File: src/rtl/pipelined_subtractor_if.sv
// Valid/ready stream bundle for the pipelined subtractor: operand pair in, difference plus overflow out.
interface pipelined_subtractor_if #(
  parameter int WIDTH = 16
);
  logic             in_valid;
  logic             in_ready;
  logic [WIDTH-1:0] n1;
  logic [WIDTH-1:0] n2;
  logic             out_valid;
  logic             out_ready;
  logic [WIDTH:0]   diff;
  logic             ovf;

  // Producer/consumer side: supplies operands and accepts results.
  modport master (
    output in_valid, n1, n2, out_ready,
    input  in_ready, out_valid, diff, ovf
  );

  // Subtractor side.
  modport slave (
    input  in_valid, n1, n2, out_ready,
    output in_ready, out_valid, diff, ovf
  );
endinterface

File: src/rtl/pipelined_subtractor.sv
// Two-stage signed subtractor: the low half and its borrow are computed in stage 1,
// the sign-extended high half in stage 2, behind a valid/ready handshake with backpressure.
module pipelined_subtractor #(
  parameter int WIDTH = 16,
  localparam int HALF = WIDTH / 2
) (
  input logic                  clk,
  input logic                  rst_n,
  pipelined_subtractor_if.slave bus
);

  logic            r_s1_valid;
  logic [HALF:0]   r_s1_lo;
  logic [HALF-1:0] r_n1_hi;
  logic [HALF-1:0] r_n2_hi;
  logic            r_out_valid;
  logic [WIDTH:0]  r_diff;
  logic            r_ovf;

  logic            w_s2_free;
  logic            w_s1_adv;
  logic            w_in_ready;
  logic            w_in_xfer;
  logic [HALF:0]   w_lo;
  logic [HALF:0]   w_hi;

  // Stage 2 can take new data if it is empty or its result leaves on this edge.
  assign w_s2_free  = !r_out_valid || bus.out_ready;
  assign w_s1_adv   = r_s1_valid && w_s2_free;
  assign w_in_ready = !r_s1_valid || w_s2_free;
  assign w_in_xfer  = bus.in_valid && w_in_ready;

  // Subtraction as a + ~b + 1; bit HALF of the low sum is the carry (1 = no borrow).
  assign w_lo = {1'b0, bus.n1[HALF-1:0]} + {1'b0, ~bus.n2[HALF-1:0]} + {{HALF{1'b0}}, 1'b1};
  assign w_hi = {r_n1_hi[HALF-1], r_n1_hi} + ~{r_n2_hi[HALF-1], r_n2_hi}
              + {{HALF{1'b0}}, r_s1_lo[HALF]};

  // NOTE: sequential state uses non-blocking assignments so every register samples
  // pre-edge values and the same-edge advance/load/drain ordering is race-free.
  always_ff @(posedge clk or negedge rst_n) begin
    if (!rst_n) begin
      r_s1_valid <= 1'b0;
      r_s1_lo    <= '0;
      r_n1_hi    <= '0;
      r_n2_hi    <= '0;
    end else if (w_in_xfer) begin
      r_s1_valid <= 1'b1;
      r_s1_lo    <= w_lo;
      r_n1_hi    <= bus.n1[WIDTH-1:HALF];
      r_n2_hi    <= bus.n2[WIDTH-1:HALF];
    end else if (w_s1_adv) begin
      r_s1_valid <= 1'b0;
    end
  end

  always_ff @(posedge clk or negedge rst_n) begin
    if (!rst_n) begin
      r_out_valid <= 1'b0;
      r_diff      <= '0;
      r_ovf       <= 1'b0;
    end else if (w_s1_adv) begin
      r_out_valid <= 1'b1;
      r_diff      <= {w_hi, r_s1_lo[HALF-1:0]};
      r_ovf       <= w_hi[HALF] ^ w_hi[HALF-1];
    end else if (bus.out_ready) begin
      r_out_valid <= 1'b0;
    end
  end

  assign bus.in_ready  = w_in_ready;
  assign bus.out_valid = r_out_valid;
  assign bus.diff      = r_diff;
  assign bus.ovf       = r_ovf;

endmodule

File: src/flat_wrapper.sv
// flat-port wrapper written by rule: the top's interface ports become plain ports
module pipelined_subtractor_flat 
#(
  parameter int WIDTH = 16,
  localparam int HALF = WIDTH / 2
)
  (clk, rst_n, bus_in_valid, bus_n1, bus_n2, bus_out_ready, bus_in_ready, bus_out_valid, bus_diff, bus_ovf);
  pipelined_subtractor_if #(.WIDTH(WIDTH)) bus_i ();
  input logic clk;
  input logic rst_n;
  input wire logic [$bits(bus_i.in_valid)-1:0] bus_in_valid;
  input wire logic [$bits(bus_i.n1)-1:0] bus_n1;
  input wire logic [$bits(bus_i.n2)-1:0] bus_n2;
  input wire logic [$bits(bus_i.out_ready)-1:0] bus_out_ready;
  output wire logic [$bits(bus_i.in_ready)-1:0] bus_in_ready;
  output wire logic [$bits(bus_i.out_valid)-1:0] bus_out_valid;
  output wire logic [$bits(bus_i.diff)-1:0] bus_diff;
  output wire logic [$bits(bus_i.ovf)-1:0] bus_ovf;
  assign bus_i.in_valid = bus_in_valid;
  assign bus_i.n1 = bus_n1;
  assign bus_i.n2 = bus_n2;
  assign bus_i.out_ready = bus_out_ready;
  assign bus_in_ready = bus_i.in_ready;
  assign bus_out_valid = bus_i.out_valid;
  assign bus_diff = bus_i.diff;
  assign bus_ovf = bus_i.ovf;
  pipelined_subtractor #(.WIDTH(WIDTH)) u_core (.clk(clk), .rst_n(rst_n), .bus(bus_i));
endmodule
File: config.mk
export PLATFORM = sky130hd
export DESIGN_NAME = pipelined_subtractor_flat
export DESIGN_NICKNAME = d
export VERILOG_FILES = /design/src/rtl/pipelined_subtractor_if.sv /design/src/rtl/pipelined_subtractor.sv /design/src/flat_wrapper.sv
export SDC_FILE = /design/constraint.sdc
export NUM_CORES = 1
export LEC_CHECK = 0
export CAP_MARGIN = 20
export CORE_MARGIN = 2
export CORE_UTILIZATION = 40
export DETAILED_ROUTE_END_ITERATION = 16
export PLACE_DENSITY = 0.76
export SKIP_LAST_GASP = 1
export SYNTH_ARGS = -nofsm -noshare
export SYNTH_HDL_FRONTEND = slang
export SYNTH_SLANG_ARGS = --single-unit
File: constraint.sdc
create_clock -name clk -period 4.3 [get_ports clk]
set_clock_uncertainty 0.2 [all_clocks]
set_input_delay 0.86 -clock clk [delete_from_list [all_inputs] [get_ports clk]]
set_output_delay 0.86 -clock clk [all_outputs]
set_load 0.01 [all_outputs]
==> reports/metrics.cfg <==
[synthesis]
ys_types = 40
synth.avg_cell_area_um2 = 9.83
syn-cell-area_mm2 = 0.00238
synth_nets = 296
synth_seq_cells = 45
syn_inst = 242
seq_area_frac_synth = 0.473
yosysWarnings = 0

[flow_run]
drv_cap = 0

[placement]
place_hpwl_um = 3630
dpl-instance-area_mm2 = 0.00299
place_inst = 365
place.gp.congestion = 0.822
numPortBuffers = 55

[setup_path]
worstPathRequired_ps = 3240
worst_path_max_delay_cell = clkdlybuf4s50_1
endpoint_kind = primary output
arrival_ps = 2050
crit_type = in -> out
crit_path_start_kind = input port
crit_chain = clkdlybuf4s50_1 > nand3b_1 > clkdlybuf4s50_1
max_stage_delay_ps = 560
cp_top_family = buffers and inverters
cp.buffers_inverters = 2
path_common_cell = clkdlybuf4s50_1
cp_max_fo = 4

[layout]
diodes = 0
drive_gt1_frac = 0.0635
nets = 352
fin_cells = 374
utilization = 0.533
design_area_mm2 = 0.00312
area_growth_pct = 31.0

[clocking]
hold_buffers = 0
cts_setup_buffers = 0
ctsRootBufferMaster = clkbuf_8
clock_latency_ps = 310
clk_pin_slew_ps = 80
cts_tree = done
ctsResizeCount = 0
cts_buffers = 5
numClockSinks = 45
htree_levels = 2
clk_path_buf_depth = 2

[floorplanning]
die_area_mm2 = 0.00658
fp.dieW_um = 81.1
dieHeight_um = 81.1
start_util = 0.407
io_pins = 56
coreArea_mm2 = 0.00585
row_count = 28

[run_status]
status = complete, no violations

[sta]
fin_crit_ps = 3110
rsz0062_at_grt = no
setup_viol = 0
setup_tns_ps = 0
finalMaxSlewViolations = 0
worstMarginPinSlew_ps = 949
fmax_mhz = 321
relSlewSlack = 0.367
finalCritPeriodShare = 0.724
finalHoldViolations = 0

[route]
drt_wl_total_um = 4840
via_count = 1862
via_per_inst = 4.98
dr.pass1.iters = 4
wire_per_inst_um = 12.9
drt_iter0_drc = 99
drc = 0
drtAntennaViolNets = 0

[grt]
antenna_found_initial = 0
gr-usage-all-layers = 0.164
grt_remaining_overflow = 0
grt_max_degree = 46
grt_pass1_vias = 1796
grt_pass1_wl_um = 8220

[pwr]
power_density_mw_per_mm2 = 453
p_leak_nw = 1.45
peakVddDrop_mv = 0.211

[min_path]
hp-class = in -> async

==> cells in the mapped netlist (all sizes together) <==
master / number / area, um2
o21a: 5 / 37.5
nand3b: 2 / 15.0
a21boi: 1 / 7.51
nor3: 3 / 15.0
a211o: 1 / 8.76
and2: 1 / 6.26
nor3b: 2 / 15.0
clkbuf: 1 / 3.75
a21o: 5 / 37.5
nand3: 3 / 15.0
and3: 3 / 20.0
or4: 2 / 15.0
o211ai: 1 / 7.51
a22oi: 1 / 7.51
o31a: 1 / 8.76
o311a: 1 / 10.0
nor2b: 2 / 12.5
nor2: 2 / 7.51
xor2: 3 / 26.3
fa: 3 / 60.1
nand2: 52 / 195
nand2b: 7 / 43.8
buf: 7 / 37.5
mux2: 9 / 101
ha: 15 / 188
o21ai: 24 / 120
xnor2: 3 / 26.3
a221oi: 1 / 26.3
dfrtp: 45 / 1130
nand4: 1 / 6.26
inv: 21 / 78.8
o31ai: 4 / 30.0
a211oi: 2 / 15.0
nor4b: 1 / 8.76
mux2i: 1 / 10.0
a21oi: 6 / 30.0
==> power by group <==
group          switching, mW  internal [mW]
Combinational          0.231          0.280
Clock                  0.147          0.174
Sequential            0.0522          0.526
==> state kept, by name, summed over array words and instances, names as in the netlist <==
name,count
u_core.bus.ovf,1
u_core.r_n1_hi,8
u_core.r_s1_lo,9
u_core.bus.diff,17
u_core.bus.out_valid,1
u_core.r_s1_valid,1
u_core.r_n2_hi,8
==> layer usage <==
layer,vias up,track usage,wire length (um)
met3,7,0.0344,170
li1,931,-,-
met2,32,0.278,2470
met1,892,0.205,2110
met5,-,0,0
met4,0,0.0644,89
==> per-stage QoR <==
step	hold slack (ps)	power, mW	setup WS [ps]
final	155	1.41	1190
after global placement	261	1.08	1220
after detailed placement	270	1.10	1190
after CTS	287	1.42	1180
after global routing	144	1.51	1130
after floorplan	242	0.869	1870
==> area by class of cell <==
class                           instances  area [um2]
Multi-Input combinational cell        168        1130
Tap cell                               75        93.8
Inverter                               21        78.8
Timing Repair Buffer                   57         573
Clock inverter                          2        38.8
Sequential cell                        45        1130
Clock buffer                            6        72.6
Fill cell                             525        2730
==> worst paths after layout <==
check                                                      from                              end  slack, ps  depth (start not counted)
worst min-delay path                                      rst_n    u_core.r_n2_hi[7]$_DFFE_PN0P_        150                          1
worst max-delay path                              bus_out_ready                     bus_in_ready       1190                          3
max in group asynchronous                                 rst_n  u_core.bus.diff[10]$_DFFE_PN0P_       3330                          2
worst max register to register    u_core.r_s1_lo[8]$_DFFE_PN0P_       u_core.bus.ovf$_DFFE_PN0P_       1920                          9
worst min register to register  u_core.bus.diff[10]$_DFFE_PN0P_  u_core.bus.diff[10]$_DFFE_PN0P_        280                          2
min in group clk                u_core.bus.diff[10]$_DFFE_PN0P_  u_core.bus.diff[10]$_DFFE_PN0P_        280                          2
==> cell families (layout without fill, tap and decap cells) <==
kind of cell | count (synthesis) | count (layout) | synth area share
simple gates | 81 | 81 | 0.158
compound gates | 53 | 53 | 0.146
flops | 45 | 45 | 0.473
buf+inv | 29 | 86 | 0.0505
fa+ha+maj | 18 | 18 | 0.104
mux | 10 | 10 | 0.0468
xor+xnor | 6 | 6 | 0.0221
==> placed cells by master (no fill, tap or decap), types with 2 or more instances in the layout <==
master and instances:
a211oi_1 2, a21o_1 5, a21oi_1 6, and3_1 2, clkbuf_8 5, clkdlybuf4s50_1 54, dfrtp_1 45, fa_1 3
ha_1 15, inv_1 21, mux2_1 2, mux2_2 7, nand2_1 52, nand2b_1 7, nand3_1 3, nand3b_1 2
nor2_1 2, nor2b_1 2, nor3_1 3, nor3b_1 2, o21a_1 5, o21ai_0 6, o21ai_1 18, o31ai_1 4
or4_1 2, xnor2_1 3, xor2_1 3
Power figures use the tool's default switching activity.
